==> config.mk <==
export PLATFORM = sky130hd
export DESIGN_NAME = shumezuesi_sek16b_flat
export DESIGN_NICKNAME = d
export VERILOG_FILES = /design/src/rtl/shumezuesi_sek16b_if.sv /design/src/rtl/shumezuesi_sek16b.sv /design/src/flat_wrapper.sv
export SDC_FILE = /design/constraint.sdc
export NUM_CORES = 1
export LEC_CHECK = 0
export CAP_MARGIN = 40
export CORE_UTILIZATION = 43
export DETAILED_ROUTE_END_ITERATION = 8
export HOLD_SLACK_MARGIN = 0.06
export PLACE_DENSITY = 0.86
export SKIP_CTS_REPAIR_TIMING = 1
export SYNTH_ARGS = -nofsm -noshare
export SYNTH_HDL_FRONTEND = slang
export SYNTH_SLANG_ARGS = --single-unit
==> constraint.sdc <==
create_clock -name Clock -period 3.4 [get_ports Clock]
set_input_delay 0.68 -clock Clock [delete_from_list [all_inputs] [get_ports Clock]]
set_output_delay 0.68 -clock Clock [all_outputs]
set_load 0.03 [all_outputs]
==> src/rtl/shumezuesi_sek16b_if.sv <==
// Multiplier bus: control handshake, operands, result and
// the operand/result wires of the shared 16-bit adder.
interface shumezuesi_sek16b_if #(
    parameter int WIDTH = 16
);
    logic               Start;
    logic [WIDTH-1:0]   A;
    logic [WIDTH-1:0]   B;
    logic [WIDTH-1:0]   AddA;
    logic [WIDTH-1:0]   AddB;
    logic [WIDTH-1:0]   AddSum;
    logic               AddCarry;
    logic [2*WIDTH-1:0] Product;
    logic               Busy;
    logic               Done;

    modport master (
        output Start, A, B, AddSum, AddCarry,
        input  AddA, AddB, Product, Busy, Done
    );

    modport slave (
        input  Start, A, B, AddSum, AddCarry,
        output AddA, AddB, Product, Busy, Done
    );
endinterface

==> src/rtl/shumezuesi_sek16b.sv <==
// Sequential 16x16 unsigned shift-add multiplier using the shared adder.
// Optional EARLY_TERM_EN: finish as soon as the remaining multiplier bits are zero.
module shumezuesi_sek16b #(
    parameter int WIDTH = 16,
    parameter int CNT_W = 5
) (
    input logic               Clock,
    input logic               ResetN,
    shumezuesi_sek16b_if.slave bus
);
    typedef enum logic [1:0] {
        IDLE,
        RUN,
        DONE
    } state_t;

    state_t             state;
    logic [WIDTH-1:0]   ph;
    logic [WIDTH-1:0]   pl;
    logic [WIDTH-1:0]   mc;
    logic [CNT_W-1:0]   cnt;
    logic               busy;
    logic               done;

    logic [2*WIDTH-1:0] step;
    logic [2*WIDTH-1:0] step_fin;
    logic               last;
    logic               finish;

    // One iteration: (carry:sum:PL) shifted right by one.
    assign step = {bus.AddCarry, bus.AddSum, pl[WIDTH-1:1]};
    assign last = (cnt == CNT_W'(WIDTH - 1));

`ifdef EARLY_TERM_EN
    logic [WIDTH-1:0]   rem_mask;
    logic               rem_zero;
    logic [CNT_W-1:0]   rem_cnt;

    // Unconsumed multiplier bits sit at the bottom of PL after the shift.
    assign rem_mask = {WIDTH{1'b1}} >> (cnt + CNT_W'(1));
    assign rem_zero = ~|(step[WIDTH-1:0] & rem_mask);
    assign rem_cnt  = CNT_W'(WIDTH - 1) - cnt;
    assign step_fin = step >> rem_cnt;
    assign finish   = last | rem_zero;
`else
    assign step_fin = step;
    assign finish   = last;
`endif

    always_ff @(posedge Clock) begin
        if (!ResetN) begin
            state <= IDLE;
            ph    <= '0;
            pl    <= '0;
            mc    <= '0;
            cnt   <= '0;
            busy  <= 1'b0;
            done  <= 1'b0;
        end else begin
            unique case (state)
                IDLE, DONE: begin
                    done <= 1'b0;
                    if (bus.Start) begin
                        mc    <= bus.A;
                        ph    <= '0;
                        pl    <= bus.B;
                        cnt   <= '0;
                        busy  <= 1'b1;
                        state <= RUN;
                    end else begin
                        state <= IDLE;
                    end
                end
                RUN: begin
                    {ph, pl} <= step_fin;
                    cnt      <= cnt + CNT_W'(1);
                    if (finish) begin
                        busy  <= 1'b0;
                        done  <= 1'b1;
                        state <= DONE;
                    end
                end
                default: begin
                    busy  <= 1'b0;
                    done  <= 1'b0;
                    state <= IDLE;
                end
            endcase
        end
    end

    assign bus.AddA    = ph;
    assign bus.AddB    = pl[0] ? mc : '0;
    assign bus.Product = {ph, pl};
    assign bus.Busy    = busy;
    assign bus.Done    = done;
endmodule
==> src/flat_wrapper.sv <==
// flat-port wrapper written by rule: the top's interface ports become plain ports
module shumezuesi_sek16b_flat 
#(
    parameter int WIDTH = 16,
    parameter int CNT_W = 5
)
  (Clock, ResetN, bus_Start, bus_A, bus_B, bus_AddSum, bus_AddCarry, bus_AddA, bus_AddB, bus_Product, bus_Busy, bus_Done);
  shumezuesi_sek16b_if #(.WIDTH(WIDTH)) bus_i ();
  input logic Clock;
  input logic ResetN;
  input wire logic [$bits(bus_i.Start)-1:0] bus_Start;
  input wire logic [$bits(bus_i.A)-1:0] bus_A;
  input wire logic [$bits(bus_i.B)-1:0] bus_B;
  input wire logic [$bits(bus_i.AddSum)-1:0] bus_AddSum;
  input wire logic [$bits(bus_i.AddCarry)-1:0] bus_AddCarry;
  output wire logic [$bits(bus_i.AddA)-1:0] bus_AddA;
  output wire logic [$bits(bus_i.AddB)-1:0] bus_AddB;
  output wire logic [$bits(bus_i.Product)-1:0] bus_Product;
  output wire logic [$bits(bus_i.Busy)-1:0] bus_Busy;
  output wire logic [$bits(bus_i.Done)-1:0] bus_Done;
  assign bus_i.Start = bus_Start;
  assign bus_i.A = bus_A;
  assign bus_i.B = bus_B;
  assign bus_i.AddSum = bus_AddSum;
  assign bus_i.AddCarry = bus_AddCarry;
  assign bus_AddA = bus_i.AddA;
  assign bus_AddB = bus_i.AddB;
  assign bus_Product = bus_i.Product;
  assign bus_Busy = bus_i.Busy;
  assign bus_Done = bus_i.Done;
  shumezuesi_sek16b #(.WIDTH(WIDTH), .CNT_W(CNT_W)) u_core (.Clock(Clock), .ResetN(ResetN), .bus(bus_i));
endmodule
==> reports/results.ini, run 1 <==
[floorplanning]
die_area_sq_mm=0.00565
num_rows=26
start_util_pct=44.8
core_sq_mm=0.00514
die_height_um=75.2
ioPinCount=118
dieWidth_um=75.2

[timing]
slew_headroom_pct=38.1
finalCriticalPeriod_ns=2.48
period_share_pct=73.0
setup-tns-final_ns=0
worst_pin_slew_ns=0.924
setup_viol=0
hold_viol_final=0
max_freq_mhz=403
finalClockSkew_ns=0.00546
rsz0062_at_grt=false
drv_slew=0

[synthesis]
synth.distinct_cells=29
avgSynthCellArea_sq_um=9.17
synthCells=251
seq_area_frac_synth_pct=49.6
synth_area_sq_mm=0.00230
syn-num-nets=305
synth-seq-cells=57
yosys_warnings=0

[grt]
grt_max_degree=37
grt_usage_pct=21.7
grt_overflow=0
antenna_found_initial=0
grt_pass1_wl_um=9170
grt_pass1_vias=2006

[place]
portBuffers=117
gp_congestion=0.723
place_hpwl_um=4000
place_area_sq_mm=0.00336
numPlacedInstances=406

[clocking]
cts_max_level=3
path_clk_slew_ns=0.06
cts_tree=done
clock-sinks=57
ctsRootBufferMaster=clkbuf_8
clock_latency_ns=0.32
cts_buffers=9
clk_path_buf_depth=2

[hold_path]
holdPathStages=2
hp-class=reg2reg
hold_start=u_core.mc[5]$_SDFFE_PN0P_
worstHoldEndpoint=u_core.mc[5]$_SDFFE_PN0P_

[detailed_routing]
avgRoutedWirePerCell_um=13.7
vias_per_cell=5.11
drt_iter0_drc=97
drt-total-wl_um=5800
dr_total_vias=2155
antenna_left=0
drtPass1Iterations=4
drc_errors=0

[finish]
area_growth_pct=53.3
fin_cells=422
nets=401
n_antenna_cell=0
drive_gt1_share_pct=5.97
finalInstanceArea_sq_mm=0.00353

[setup_path]
r2r_setup_slack_ns=1.48
regToRegEndpoint=u_core.bus.AddA[11]$_SDFFE_PN0P_
critPathRequiredTime_ns=2.72
setup.worst_path.end_class=output port
reg2reg_from=u_core.state[0]$_SDFFE_PN0P_
cp_max_fo=18
reg2reg_depth=3
critPathLaunchType=flip-flop
arrival_ns=1.80
critPathKind=reg2out

[status]
status=completed

[pwr]
powerDensity_mw_per_mm2=453
finalPower_w=0.00160
max-vdd-ir-drop_uv=292
leakage_nw=1.33

[flow_run]
maxCapViolCount=0

## cells by family after synthesis
group | count (synthesis) | synth area share [%]
AND/OR/NAND/NOR | 80 | 17.6
AO/OA/AOI/OAI | 73 | 20.7
flip-flops | 57 | 49.6
buffers and inverters | 37 | 10.2
multiplexers | 2 | 0.924
adder cells (fa/ha/maj) | 2 | 1.09
## flip-flops by register name (all words and copies together), names as in the netlist
name,cells
u_core.bus.Done,1
u_core.bus.Busy,1
u_core.mc,16
u_core.cnt,5
u_core.state,2
u_core.pl,16
u_core.bus.AddA,16
## worst max-delay path, stage by stage (launching register included)
cell	delay, ns
dfxtp_1	0.61
and2_1	0.20
clkdlybuf4s50_1	0.67
## Yosys cell counts
master    count  share of area (%)
dfxtp_1      57                 50
a21oi_1      34                7.4
nand2_1      34                5.5
a22o_1       18                6.8
buf_4        18                5.9
and2_1       17                4.6
nand3_1      17                3.7
a22oi_1      15                4.9
buf_2        10                2.2
clkbuf_1      4               0.65
nand2b_1      3               0.82
o21ai_0       3               0.65
and3_1        2               0.54
buf_6         2               0.98
ha_1          2                1.1
inv_1         2               0.33
a211oi_1      1               0.33
a31oi_1       1               0.27
and2b_1       1               0.33
inv_2         1               0.16
mux2_2        1               0.49
mux2i_1       1               0.43
nand4_1       1               0.27
nor2_1        1               0.16
nor2_2        1               0.27
nor2b_1       1               0.27
nor3_4        1               0.71
o21a_1        1               0.33
or2b_1        1               0.33
## power breakdown
part | switching, W | internal (W) | total [W]
Sequential | 0.0000295 | 0.000707 | 0.000737
Clock | 0.000246 | 0.000301 | 0.000547
Combinational | 0.000167 | 0.000150 | 0.000317
Total | 0.000443 | 0.00116 | 0.00160
## worst max-delay path by stage
stage / startpoint / slack, ns / end
global route: u_core.pl[0]$_SDFFE_PN0P_ / 0.82 / bus_AddB[1]
floorplan: u_core.pl[0]$_SDFFE_PN0P_ / 1.60 / bus_AddB[10]
global placement: ResetN / 0.83 / u_core.bus.AddA[12]$_SDFFE_PN0P_
detailed placement: bus_Start / 0.82 / u_core.pl[9]$_SDFFE_PN0P_
CTS: u_core.pl[0]$_SDFFE_PN0P_ / 0.90 / bus_AddB[3]
finish: u_core.pl[0]$_SDFFE_PN0P_ / 0.92 / bus_AddB[1]
## per-layer routing
metal	wire, um	part of all wire, %	vias to the layer above	track usage, %
li1	-	-	1049	-
met1	2430	42	1028	24.8
met2	2940	51	73	38.4
met3	373	6.4	5	4.55
met4	57	0.98	0	10.7
met5	0	0	-	0
## layout make-up
| class | instances | area [sq um] |
|---|---|---|
| clock buffers | 13 | 159 |
| inverters | 3 | 11.3 |
| multi-input cells | 157 | 930 |
| flip-flops and latches | 57 | 1140 |
| well taps | 70 | 87.6 |
| clock inverters | 3 | 15.0 |
| repair buffers | 119 | 1190 |
| fillers | 444 | 1610 |
## metrics by stage
step | hold slack [ns] | util, % | setup slack [ns]
3_3_place_gp | 0.437 | 65.3 | 0.834
3_5_place_dp | 0.443 | 65.3 | 0.820
6_report | 0.450 | 68.7 | 0.919
2_1_floorplan | 0.432 | - | 1.60
5_1_grt | 0.474 | 68.7 | 0.820
4_1_cts | 0.452 | 68.7 | 0.898
## cell usage in the layout, fill, tap and decap left out, drive strengths merged, types with 13 or more instances in the layout
master / count
a22oi: 15
dfxtp: 57
a22o: 18
clkbuf: 13
and2: 17
nand3: 17
clkdlybuf4s50: 117
nand2: 34
a21oi: 34
(Power assumes the default switching activity.)
==> run 2: changes to the inputs <==
Settings changed: CORE_UTILIZATION 43 to 39, PLACE_DENSITY 0.86 to 0.79.
Clock period 3.4 ns to 2.35 ns, I/O delays scaled along.
==> reports/results.ini, run 2 (synthesis results as in run 1) <==
[setup_path]
crit_chain=and2_1, clkdlybuf4s50_1
critPathRequiredTime_ns=1.88  ; -0.84 ns
arrival_ns=1.63  ; -0.17 ns
setup.worst_path.end_class=output port
critPathLaunchType=flip-flop
slowest_stage=clkdlybuf4s50_1
cp_max_fo=18  ; unchanged
critPathTopFamily=buffers and inverters
max_stage_delay_ns=0.67  ; about the same
cp_num_buf_inv=1  ; unchanged
critPathKind=reg2out

[timing]
worst_slack_ns=0.247  ; -0.672 ns
hold_viol_final=0  ; unchanged
slew_headroom_pct=67.2  ; +29 points
max_freq_mhz=476
finalClockSkew_ns=0.00370  ; -0.00176 ns
setup-tns-final_ns=0  ; unchanged
period_share_pct=89.5
finalCriticalPeriod_ns=2.10
setup_viol=0  ; unchanged
drv_slew=0  ; unchanged
worst_pin_slew_ns=0.493  ; -0.431 ns
rsz0062_at_grt=false

[clocking]
clk_path_buf_depth=2  ; unchanged
cts_tree=done
clock-sinks=57  ; unchanged
path_clk_slew_ns=0.06  ; about the same
cts_buffers=9  ; unchanged
ctsRootBufferMaster=clkbuf_8
clock_latency_ns=0.32  ; about the same
cts_max_level=3  ; unchanged

[place]
portBuffers=117  ; unchanged
place_ws_ns=0.392  ; -0.427 ns
gp_congestion=0.749  ; +3.7%
place_hpwl_um=4200  ; +5.1%

[finish]
layout_common_cells=clkdlybuf4s50_1 (117), dfxtp_1 (56), a21oi_1 (34), nand2_1 (34), a22o_1 (18)
n_antenna_cell=0  ; unchanged
fillers=512  ; +15%
drive_gt1_share_pct=7.56  ; +1.6 points
multi_input_area_sq_um=930  ; unchanged
layout_commonest_cell=clkdlybuf4s50_1
area_growth_pct=57.7
regArea_sq_mm=0.00114  ; +0.11%
nets=406  ; +1.2%

[grt]
grt_overflow=0  ; unchanged
grt_pass1_wl_um=9490  ; +3.5%
grt_pass1_vias=1995  ; -0.55%
grt_max_degree=35  ; -5.4%
antenna_found_initial=0  ; unchanged
grt_usage_pct=19.8  ; -1.9 points

[floorplanning]
die_area_sq_mm=0.00621  ; +10%
ioPinCount=118  ; unchanged
dieWidth_um=78.8  ; +4.9%
start_util_pct=41.1  ; -3.7 points
core_sq_mm=0.00561  ; +9.1%
num_rows=27  ; +3.8%
die_height_um=78.8  ; +4.9%

[pwr]
leakage_nw=1.38  ; +3.6%
powerDensity_mw_per_mm2=681  ; +50%
max-vdd-ir-drop_uv=321  ; +9.9%

[detailed_routing]
drt_iter0_drc=78  ; -20%
avgRoutedWirePerCell_um=13.9  ; +1.4%
drc_errors=0  ; unchanged
vias_per_cell=4.97  ; -2.8%
drtPass1Iterations=4  ; unchanged
dr_total_vias=2130  ; -1.2%
antenna_left=0  ; unchanged
drt-total-wl_um=5980  ; +3.1%

[status]
status=completed

[flow_run]
maxCapViolCount=0  ; unchanged

[hold_path]
hp-class=reg2reg

-- run 2: metrics by stage --
stage          utilization (%)  hold WS, ns  std cells  area [sq um]  total power (W)
2_1_floorplan                -        0.432        251          2300          0.00135
4_1_cts                   64.7        0.452        429          3630          0.00249
6_report                  64.7        0.451        429          3630          0.00247
3_3_place_gp              61.0        0.439        413          3420          0.00156
3_5_place_dp              61.0        0.443        413          3420          0.00157
5_1_grt                   64.7        0.478        429          3630          0.00259
-- run 2: worst min-delay path: stages, from the launching register on --
cell     delay, ns
dfxtp_1       0.30
nand2_1       0.05
a21oi_1       0.05
-- run 2: layer usage --
metal,global-route usage (%),up-vias,part of all wire [%]
met2,32.7,67,51
met5,0,-,0
met3,3.68,7,5.6
li1,-,1064,-
met4,10.9,0,1.6
met1,24.2,992,42
-- run 2: area by class of cell --
type	count	area share (%)
repair buffers	124	34.4
inverters	3	0.310
clock buffers	14	4.76
flip-flops and latches	57	31.5
well taps	72	2.48
multi-input cells	157	25.6
clock inverters	2	0.965
-- run 2: power breakdown --
part | total, W | internal [W] | switching (W)
sequential | 0.00107 | 0.00102 | 0.0000438
combinational | 0.000476 | 0.000231 | 0.000246
clock | 0.000927 | 0.000576 | 0.000352
total | 0.00247 | 0.00183 | 0.000641
-- run 2: final timing paths --
kind / from / end / slack [ns] / depth (start not counted)
max: u_core.pl[0]$_SDFFE_PN0P_ / bus_AddB[12] / 0.25 / 2
min: u_core.mc[9]$_SDFFE_PN0P_ / u_core.mc[9]$_SDFFE_PN0P_ / 0.45 / 2
max reg2reg: u_core.cnt[0]$_SDFFE_PN0P_ / u_core.bus.Busy$_SDFFE_PN0P_ / 0.95 / 6
min reg2reg: u_core.mc[9]$_SDFFE_PN0P_ / u_core.mc[9]$_SDFFE_PN0P_ / 0.45 / 2
